<file path="src/rtl/branch_history_table_pkg.sv">
// rtl/branch_history_table_pkg.sv - shared branch-prediction constants
// Purpose: 2-bit counter encodings, counter reset value and default PC/index
//          widths shared by the direction predictor, the BTB and fetch.
// Ports:   none (package).
package branch_history_table_pkg;

   typedef logic [1:0] ctr_t;

   localparam ctr_t CTR_SNT   = 2'b00;
   localparam ctr_t CTR_WNT   = 2'b01;
   localparam ctr_t CTR_WT    = 2'b10;
   localparam ctr_t CTR_ST    = 2'b11;
   localparam ctr_t CTR_RESET = CTR_WNT;

   localparam int BHT_BRANCH_PC   = 10;
   localparam int BHT_INDEX_WIDTH = 6;
   localparam int BHT_HIST_WIDTH  = 6;

endpackage

</file>
<file path="src/rtl/branch_history_table_if.sv">
// rtl/branch_history_table_if.sv - lookup/prediction/update bundle of the direction predictor
// Purpose: groups the fetch lookup, registered prediction and execute update signals.
// Ports:   master = fetch/execute side (drives lookup_* and update_*, receives pred_*)
//          slave  = predictor side (receives lookup_* and update_*, drives pred_*)
interface branch_history_table_if
   import branch_history_table_pkg::*;
#(
   parameter int BRANCH_PC   = BHT_BRANCH_PC,
   parameter int INDEX_WIDTH = BHT_INDEX_WIDTH
) ();

   logic                   lookup_valid;
   logic [BRANCH_PC-1:0]   lookup_pc;
   logic                   pred_valid;
   logic                   pred_taken;
   logic [1:0]             pred_counter;
   logic [INDEX_WIDTH-1:0] pred_index;
   logic                   update_valid;
   logic [INDEX_WIDTH-1:0] update_index;
   logic                   update_taken;

   modport master (
      output lookup_valid, lookup_pc, update_valid, update_index, update_taken,
      input  pred_valid, pred_taken, pred_counter, pred_index
   );

   modport slave (
      input  lookup_valid, lookup_pc, update_valid, update_index, update_taken,
      output pred_valid, pred_taken, pred_counter, pred_index
   );

endinterface

</file>
<file path="src/rtl/branch_history_table_sat_counter.sv">
// rtl/branch_history_table_sat_counter.sv - 2-bit saturating counter next-state logic
// Purpose: combinational next value of a 2-bit direction counter.
// Ports:   i_cur   current counter value
//          i_taken resolved outcome (1 = count up, 0 = count down)
//          o_nxt   saturated next value
module sat_counter_2b
   import branch_history_table_pkg::*;
(
   input  logic [1:0] i_cur,
   input  logic       i_taken,
   output logic [1:0] o_nxt
);

   always_comb begin
      o_nxt = i_cur;
      if (i_taken) begin
         if (i_cur != CTR_ST) o_nxt = i_cur + 2'd1;
      end else begin
         if (i_cur != CTR_SNT) o_nxt = i_cur - 2'd1;
      end
   end

endmodule

</file>
<file path="src/rtl/branch_history_table.sv">
// rtl/branch_history_table.sv - gshare direction predictor beside the BTB
// Purpose: table of 2-bit counters indexed by PC[INDEX_WIDTH+1:2] XOR GHR.
//          Lookup latency is one cycle; the GHR advances only on resolved updates.
// Ports:   i_clk  core clock, all state on the rising edge
//          i_rst  synchronous active-high reset
//          bht    slave modport: lookup_*, update_* in; registered pred_* out
module branch_history_table
   import branch_history_table_pkg::*;
#(
   parameter int BRANCH_PC   = BHT_BRANCH_PC,
   parameter int INDEX_WIDTH = BHT_INDEX_WIDTH,
   parameter int HIST_WIDTH  = BHT_HIST_WIDTH
) (
   input  logic                  i_clk,
   input  logic                  i_rst,
   branch_history_table_if.slave bht
);

   localparam int DEPTH = 1 << INDEX_WIDTH;

   logic [1:0]             r_ctr [DEPTH];
   logic [HIST_WIDTH-1:0]  r_ghr;
   logic                   r_pred_valid;
   logic                   r_pred_taken;
   logic [1:0]             r_pred_counter;
   logic [INDEX_WIDTH-1:0] r_pred_index;

   logic [INDEX_WIDTH-1:0] w_idx;
   logic [1:0]             w_upd_nxt;
   logic [1:0]             w_lookup_ctr;
   logic [HIST_WIDTH:0]    w_ghr_cat;
   logic [HIST_WIDTH-1:0]  w_ghr_nxt;
   logic                   w_unused_pc;

   // Low PC bits select a byte within the word and the high bits fall outside
   // the table index, so they are intentionally not part of the hash.
   assign w_unused_pc = ^bht.lookup_pc;

   // Lookup hashes with the GHR as it stands before any same-cycle update.
   assign w_idx = bht.lookup_pc[INDEX_WIDTH+1:2] ^ INDEX_WIDTH'(r_ghr);

   sat_counter_2b u_sat (
      .i_cur   (r_ctr[bht.update_index]),
      .i_taken (bht.update_taken),
      .o_nxt   (w_upd_nxt)
   );

   // Write-first bypass: a lookup hitting the entry being updated sees the new value.
   assign w_lookup_ctr = (bht.update_valid && (bht.update_index == w_idx))
                         ? w_upd_nxt : r_ctr[w_idx];

   // Shift-in of the outcome; taking the low bits of the concatenation also
   // covers a one-bit history.
   assign w_ghr_cat = {r_ghr, bht.update_taken};
   assign w_ghr_nxt = w_ghr_cat[HIST_WIDTH-1:0];

   always_ff @(posedge i_clk) begin
      if (i_rst) begin
         for (int i = 0; i < DEPTH; i++) r_ctr[i] <= CTR_RESET;
         r_ghr          <= '0;
         r_pred_valid   <= 1'b0;
         r_pred_taken   <= 1'b0;
         r_pred_counter <= CTR_RESET;
         r_pred_index   <= '0;
      end else begin
         if (bht.update_valid) begin
            r_ctr[bht.update_index] <= w_upd_nxt;
            r_ghr                   <= w_ghr_nxt;
         end
         r_pred_valid <= bht.lookup_valid;
         if (bht.lookup_valid) begin
            r_pred_taken   <= w_lookup_ctr[1];
            r_pred_counter <= w_lookup_ctr;
            r_pred_index   <= w_idx;
         end
      end
   end

   assign bht.pred_valid   = r_pred_valid;
   assign bht.pred_taken   = r_pred_taken;
   assign bht.pred_counter = r_pred_counter;
   assign bht.pred_index   = r_pred_index;

endmodule

</file>
<file path="src/flat_wrapper.sv">
// flat-port wrapper written by rule: the top's interface ports become plain ports
module branch_history_table_flat import branch_history_table_pkg::*;
#(
   parameter int BRANCH_PC   = BHT_BRANCH_PC,
   parameter int INDEX_WIDTH = BHT_INDEX_WIDTH,
   parameter int HIST_WIDTH  = BHT_HIST_WIDTH
)
  (i_clk, i_rst, bht_lookup_valid, bht_lookup_pc, bht_update_valid, bht_update_index, bht_update_taken, bht_pred_valid, bht_pred_taken, bht_pred_counter, bht_pred_index);
  branch_history_table_if #(.BRANCH_PC(BRANCH_PC), .INDEX_WIDTH(INDEX_WIDTH)) bht_i ();
  input  logic i_clk;
  input  logic i_rst;
  input wire logic [$bits(bht_i.lookup_valid)-1:0] bht_lookup_valid;
  input wire logic [$bits(bht_i.lookup_pc)-1:0] bht_lookup_pc;
  input wire logic [$bits(bht_i.update_valid)-1:0] bht_update_valid;
  input wire logic [$bits(bht_i.update_index)-1:0] bht_update_index;
  input wire logic [$bits(bht_i.update_taken)-1:0] bht_update_taken;
  output wire logic [$bits(bht_i.pred_valid)-1:0] bht_pred_valid;
  output wire logic [$bits(bht_i.pred_taken)-1:0] bht_pred_taken;
  output wire logic [$bits(bht_i.pred_counter)-1:0] bht_pred_counter;
  output wire logic [$bits(bht_i.pred_index)-1:0] bht_pred_index;
  assign bht_i.lookup_valid = bht_lookup_valid;
  assign bht_i.lookup_pc = bht_lookup_pc;
  assign bht_i.update_valid = bht_update_valid;
  assign bht_i.update_index = bht_update_index;
  assign bht_i.update_taken = bht_update_taken;
  assign bht_pred_valid = bht_i.pred_valid;
  assign bht_pred_taken = bht_i.pred_taken;
  assign bht_pred_counter = bht_i.pred_counter;
  assign bht_pred_index = bht_i.pred_index;
  branch_history_table #(.BRANCH_PC(BRANCH_PC), .INDEX_WIDTH(INDEX_WIDTH), .HIST_WIDTH(HIST_WIDTH)) u_core (.i_clk(i_clk), .i_rst(i_rst), .bht(bht_i));
endmodule
</file>
<file path="config.mk">
export PLATFORM = sky130hd
export DESIGN_NAME = branch_history_table_flat
export DESIGN_NICKNAME = d
export VERILOG_FILES = /design/src/rtl/branch_history_table_pkg.sv /design/src/rtl/branch_history_table_if.sv /design/src/rtl/branch_history_table_sat_counter.sv /design/src/rtl/branch_history_table.sv /design/src/flat_wrapper.sv
export SDC_FILE = /design/constraint.sdc
export NUM_CORES = 1
export LEC_CHECK = 0
export CAP_MARGIN = 20
export CORE_ASPECT_RATIO = 0.5
export CORE_MARGIN = 4
export CORE_UTILIZATION = 55
export CTS_CLUSTER_SIZE = 24
export DETAILED_ROUTE_END_ITERATION = 8
export PLACE_DENSITY = 0.73
export SYNTH_ARGS = -nofsm -noshare
export SYNTH_HDL_FRONTEND = slang
export SYNTH_SLANG_ARGS = --single-unit
</file>
<file path="constraint.sdc">
create_clock -name i_clk -period 4 [get_ports i_clk]
set_clock_uncertainty 0.2 [all_clocks]
set_input_delay 0.6 -clock i_clk [delete_from_list [all_inputs] [get_ports i_clk]]
set_output_delay 0.6 -clock i_clk [all_outputs]
set_load 0.02 [all_outputs]
</file>
* After elaboration in Yosys (flattened, before gate mapping)
Memory sizes are Yosys's and may differ from the RTL's.
Index checks and enable logic that the tools add are counted.
Widths: inputs -> output; s select.
** Storage, ports and cells
- Output and inout port bits :: 10
- Register bits :: 16
- Input port bits :: 21
- Memory bits (writable) :: 128
- Memories :: 1
** Cells by class
- Reductions and logical operators :: 3
- Equal/unequal tests :: 2
- $add $sub $neg :: 2
- Bitwise gates (word level) :: 1
- Muxes and demuxes :: 12
** Memories
- u_core.r_ctr :: words 64, width 2, read ports 2, clocked after Yosys merged registers in 0, write ports 64, line branch_history_table.sv:21 : logic [1:0] r_ctr [DEPTH];
** Operator list (count)
- $mux 2 :: 5
- $eq 6x6->1 :: 1
- $mux 1 :: 6
- $mux 6 :: 1
- $xor 6x6->6 :: 1
- $add 2x1->2 const B :: 1
- $ne 2x2->1 const B :: 1
- $reduce_bool 2->1 :: 1
- $reduce_or 2->1 :: 1
- $sub 2x1->2 const B :: 1
- $logic_and 1x1->1 :: 1

* Depth between registers and ports, before layout
Gate-level depths: netlist of the first run.
- Depth in word-level cells :: 5
- Gate-level depth with buffers :: 13

* Modules after synthesis
Synthesis of the first run repeated with hierarchy kept, for this count alone.
** Second synthesis, totals
- Cells, all modules :: 714
- Area total of the unflattened synthesis :: 8252.9 µm²
** By module, submodules not included
- branch_history_table :: cells each 711, area each 8226.6 µm², times used 1
- sat_counter_2b :: cells each 3, area each 26.3 µm², times used 1

* Worst setup path before layout of the first run
OpenSTA, ideal clock, no wires.
- Path kind :: in2reg
- Start point :: input port bht_update_index[2]
- End point :: memory u_core.r_ctr[52][0] (data pin)
- Library setup time :: 294 ps
- Required time :: 3506 ps
- Path slack :: 791 ps
- Path buffers :: 5
- Cell stages on the path :: 12
- Data arrival time :: 2716 ps
- Cell sequence :: buf_2 buf_2 buf_2 mux2i_1 nor2_1 a221oi_1 o221ai_1 nor4b_4 maj3_2 buf_4 buf_4 nand4_1
** RTL lines
- from (decl) :: line flat_wrapper.sv:15 : input wire logic [$bits(bht_i.update_index)-1:0] bht_update_index;
- to (decl) :: line branch_history_table.sv:21

==> out/qor.txt, run 1 <==
Worst EP required -> 4050 ps
crit path launch -> bht_update_index[2]
TritonRoute pass-1 iters -> 5
clock power share -> 41.7%
number of synthesized register bits -> 143
maximum clock path buffer count -> 2
fin. max-slew vios -> 0
RSZ-0062 raised after global routing -> no
min cycle time layout -> 3730 ps
Std-Cell Rows -> 32
main area contributors after synthesis -> edfxtp_1 (45%), mux4_2 (7.3%), mux4_1 (4.3%), mux2i_1 (4.2%), dfxtp_1 (3.5%)
Flop pwr share -> 42.1%
clock root cell -> clkbuf_16
Sw Pwr -> 1.08 mW
Synth Cell Area -> 0.00863 sq mm
die width -> 185 um
Post-synth EDFFs -> 128
P_int -> 2.92 mW
HP Start -> u_core.bht.pred_index[4]
Cells after Synth -> 743
CTS clock-pin slew for the worst setup and hold paths -> 60 ps
Logic pwr share -> 16.1%
via/cell ratio -> 6.75
multiplexer share of the synthesized area -> 17.3%
final worst-path cycle share -> 93.4%
Ys Warns -> 0
max-cap violations -> 0
Worst Path Arrival -> 3780 ps
reg-to-reg setup timing slack -> 970 ps
Worst Hold Class -> flip-flop to flip-flop
global-route wire length before repair -> 37500 um
routed via count -> 6693
GRT Util Overall -> 28.4%
status -> complete, no violations
commonest non-fill, non-tap cell in the layout -> edfxtp_1
CTS resizes -> 0
FF-to-FF Start -> u_core.r_ctr[49][0]
post-CTS setup buffer count -> 0
main combinational cell family by area after synthesis -> simple AND/OR/NAND/NOR gates
Starting Density -> 56.1%
P&R area growth vs syn -> 14.7%
worst hold slack -> 281 ps
max_slew headroom -> 41.2%
worst ir drop on vdd -> 0.000328 V
Syn Nets -> 764
post-DP HPWL -> 17000 um
commonest non-fill, non-tap cells in the layout -> edfxtp_1 (128), nor2_1 (71), nand2_1 (63)
largest net degree at the start of global routing -> 55
crit path kind -> input port to flip-flop
Starting DRT DRC Count -> 855
post-synthesis sequential area ratio -> 48.0%
Pleak -> 3.39 nW
# nets final -> 795
startpoint class of the critical path -> input port
critical-path maximum fanout -> 46
CTS Hold Bufs -> 0
Routability Congestion -> 1.02
Main synth FF type -> edfxtp_1
Adder-Cell Fraction of Synth Area -> 0.261%
Async SR Flop Fraction -> 0%
Fmax -> 268 MHz
area leader, netlist -> edfxtp_1
CTS tree -> yes
Switching Share -> 27.0%
wire per inst -> 24.6 um
setup TNS -> 0 ps
post-synthesis compound-gate area fraction -> 7.85%
Die Span Y -> 96.6 um
power consumption -> 4.01 mW
remaining antenna violation count after routing -> 0
DRT Wirelength -> 24400 um
xor/xnor share of the synthesized area -> 2.29%
Congestion Overflow GR -> 0
worst slew pin tran -> 878 ps
initial antenna violation count -> 0
layout cells sized above 1 -> 21.3%
Crit. End Element -> flip-flop
# DRC -> 0
total die area -> 0.0179 sq mm
Post-Synth Simple-Gate Area -> 19.6%
syn_area_per_cell -> 11.6 sq um
CTS Sinks -> 143
Ant. Diodes -> 0
vias in the first global route -> 6474
Hold Fails Final Rpt -> 0
total CTS buffers -> 17
Port Buffers -> 26
synth unique cells -> 67
H-tree levels -> 4
pwr/cell area -> 405 mW/mm^2
setup violators final -> 0
clk_lat worst skew -> 430 ps
Yosys top cell area share -> 44.5%
Core ar. -> 0.0154 sq mm
I/O pin total -> 31
[power by group through the flow]
stage,Clock [mW],Sequential [mW],Combinational [mW]
final,1.67,1.69,0.647
after global routing,1.74,1.69,0.681
after CTS,1.67,1.69,0.633
after detailed placement,0,1.72,0.627
after global placement,0,1.72,0.620
after floorplan,0,1.72,0.428
[layout make-up]
cell class	count	area (sq um)
clock buffer	18	429
clock inverter	14	181
fill	1157	5480
inverter	4	15.0
multi-input combinational	528	4120
sequential	143	4140
tap	204	255
timing repair buffer	80	751
[Yosys cell counts, types with 8 or more instances]
library cell and n:
edfxtp_1 128, nand2b_1 24, buf_2 19, clkbuf_1 25, dfxtp_1 15, buf_6 8
mux2_2 11, nand4_1 11, or2_2 26, buf_4 9, nor2_1 71, a22oi_1 9
nand2_1 63, a21o_1 19, mux2i_1 36, nor3_1 54, mux4_1 14, nand3_1 45
mux4_2 28
[layer usage]
metal | part of all wire [%] | track usage [%] | vias to the layer above
li1 | - | - | 2910
met1 | 40 | 38.2 | 3275
met4 | 3.1 | 9.71 | 0
met3 | 12 | 9.61 | 85
met5 | 0 | 0 | -
met2 | 44 | 43.7 | 423
[path summary, 6_finish.rpt]
check,to,cells after the start
worst max register to register,u_core.r_ctr[28][1],8
worst min register to register,u_core.bht.pred_index[4],2
worst min-delay path,u_core.bht.pred_index[4],2
worst max-delay path,u_core.r_ctr[28][1],10
[critical path, cell delays in order]
cell	delay (ps)
clkdlybuf4s50_1	470
nor2_1	630
buf_4	260
a221oi_1	90
o21ai_0	320
a41oi_1	310
and3_1	310
maj3_2	380
buf_12	210
nor3_1	170
[stage by stage]
stage | instances | util (%) | worst slack, ps | area [sq um]
2_1_floorplan | 743 | - | 791 | 8630
3_3_place_gp | 959 | 60.4 | 99.4 | 9290
3_5_place_dp | 959 | 60.4 | 81.7 | 9290
4_1_cts | 991 | 64.4 | 428 | 9900
5_1_grt | 991 | 64.4 | 198 | 9900
6_report | 991 | 64.4 | 265 | 9900
[state kept, by name, summed over array words and instances, names as in the netlist]
register / flops
u_core.bht.pred_valid: 1
u_core.bht.pred_counter: 1
u_core.r_ctr: 128
u_core.bht.pred_index: 6
u_core.r_ghr: 6
u_core.bht.pred_taken: 1
[cells by family after synthesis]
group / after synthesis
AOI/OAI and AO/OA: 89
xor gates and xnor gates: 14
adders and majority gates: 2
buffers and inverters: 72
DFF: 143
muxes: 90
and+or+nand+nor: 333
No activity file was read; power rests on OpenSTA's default activity.
==> run 2: changes to the inputs <==
Settings changed: TNS_END_PERCENT from default to 30.
==> results of run 2 <==
Final layout, timing and power as in run 1 (identical DEF).
==> run 3: changes to the inputs <==
Settings changed: MAX_ROUTING_LAYER from default to met4.
==> run 3 against run 2 <==
  * Clock-buffer cell count unchanged
  * Critical endpoint is now u_core.r_ctr[51][1]
  * Critical path type unchanged
  * Wire length decreased by 0.35%
  * Final cell count increased by 0.20%
  * Highest routed layer unchanged
  * First-iteration DRC count increased by 4.3%
  * Utilization decreased by 0.42 points
  * Largest cell class unchanged
  * Cell area decreased by 0.66%
==> out/qor.txt, run 3 (synthesized netlist as in run 1, its figures left out) <==
Worst Setup Slack, final -> 307 ps
Hold Fails Final Rpt -> 0
Core ar. -> 0.0154 sq mm
Std-Cell Rows -> 32
via/cell ratio -> 6.72
Fmax -> 271 MHz
power consumption -> 3.90 mW
remaining antenna violation count after routing -> 0
dpl ws -> 58.3 ps
worst ir drop on vdd -> 0.000334 V
Routability Congestion -> 0.949
Multi-input gate area -> 0.00412 sq mm
global-route wire length before repair -> 36900 um
Crit. End Element -> flip-flop
Port Buffers -> 26
routed via count -> 6676
max-cap violations -> 0
clock root cell -> clkbuf_16
max reg flops -> 128
H-tree levels -> 4
setup violators final -> 0
met1 Track Usage GR -> 39.8%
wire per inst -> 24.5 um
DRT Wirelength -> 24300 um
P&R area growth vs syn -> 14.0%
CTS Sinks -> 143
crit path launch -> bht_update_index[2]
commonest non-fill, non-tap cells in the layout -> edfxtp_1 (128), nor2_1 (71), nand2_1 (63)
Pleak -> 3.36 nW
Worst Hold Class -> flip-flop to flip-flop
critical-path maximum fanout -> 19
initial antenna violation count -> 1
max_slew headroom -> 48.5%
post-CTS setup buffer count -> 0
grt peak-use layer -> met2
CTS clock-pin slew for the worst setup and hold paths -> 60 ps
clk_lat worst skew -> 420 ps
HP Start -> u_core.bht.pred_index[2]
startpoint class of the critical path -> input port
worst r2r path cells -> 8
Worst Path Arrival -> 3640 ps
Congestion Overflow GR -> 0
maximum clock path buffer count -> 2
Final Core Density -> 64.0%
pwr/cell area -> 396 mW/mm^2
commonest non-fill, non-tap cell in the layout -> edfxtp_1
fin. max-slew vios -> 0
met2 usage -> 42.5%
# DRC -> 0
crit path kind -> input port to flip-flop
CTS Hold Bufs -> 0
vias in the first global route -> 6224
Post-DP Area -> 0.00926 sq mm
Starting DRT DRC Count -> 892
CTS resizes -> 0
post-DP HPWL -> 17100 um
die width -> 185 um
RSZ-0062 raised after global routing -> no
Worst EP required -> 3940 ps
GRT Util Overall -> 28.7%
Die Span Y -> 96.6 um
Final Cell Area -> 0.00983 sq mm
status -> complete, no violations
TritonRoute pass-1 iters -> 7
final non-filler cell total -> 993
total die area -> 0.0179 sq mm
worst slew pin tran -> 773 ps
# nets final -> 796
DP Cell Count -> 960
CTS tree -> yes
GR Util met3 -> 6.77%
Biggest register -> u_core.r_ctr
Fillers -> 1166
layout cells sized above 1 -> 21.6%
final worst-path cycle share -> 92.3%
worst hold slack -> 285 ps
Starting Density -> 56.1%
min cycle time layout -> 3690 ps
register area -> 0.00414 sq mm
I/O pin total -> 31
hold path cells -> 2
setup TNS -> 0 ps
largest net degree at the start of global routing -> 37
FF-to-FF Start -> u_core.r_ctr[36][1]
total CTS buffers -> 17
-- run 3: changes by cell type in the layout (fill, tap and decap cells not counted) --
cell and change:
clkinv_4 -1, clkinvlp_2 +1, buf_4 +4, inv_8 -1, buf_12 -3, bufinv_16 -1, clkinv_1 -1, clkinvlp_4 +3
inv_6 -3, diode_2 +1, clkinv_2 +3
-- run 3: worst max-delay path, cell delays in order --
cell	delay [ps]
clkdlybuf4s50_1	520
buf_4	210
nor2b_1	460
a22oi_1	190
a22oi_1	200
o221ai_1	300
nor4b_4	400
maj3_2	360
buf_4	290
nor3_1	90
-- run 3: where the power goes --
group	leakage (nW)	internal [mW]	switching [mW]	total (mW)
Sequential	1.27	1.66	0.0251	1.69
Combinational	1.82	0.259	0.380	0.638
Clock	0.264	0.915	0.654	1.57
-- run 3: layout make-up --
cell class                 instances  area share, %
antenna                            1         0.0254
clock buffer                      18           4.36
clock inverter                    14           1.46
inverter                           4          0.153
multi-input combinational        528           41.9
sequential                       143           42.1
tap                              204           2.60
timing repair buffer              81           7.33
-- run 3: path summary, 6_finish.rpt --
path                                                 end  slack, ps
worst min-delay path            u_core.bht.pred_index[2]        280
worst max-delay path                 u_core.r_ctr[51][1]        310
worst max register to register       u_core.r_ctr[51][1]        860
worst min register to register  u_core.bht.pred_index[2]        280
-- run 3: per-layer routing --
layer	wire length, um	share of wire, %	up-vias
met4	488	2.0	0
met2	10800	44	448
met5	0	0	-
li1	-	-	2904
met1	9980	41	3272
met3	3080	13	52
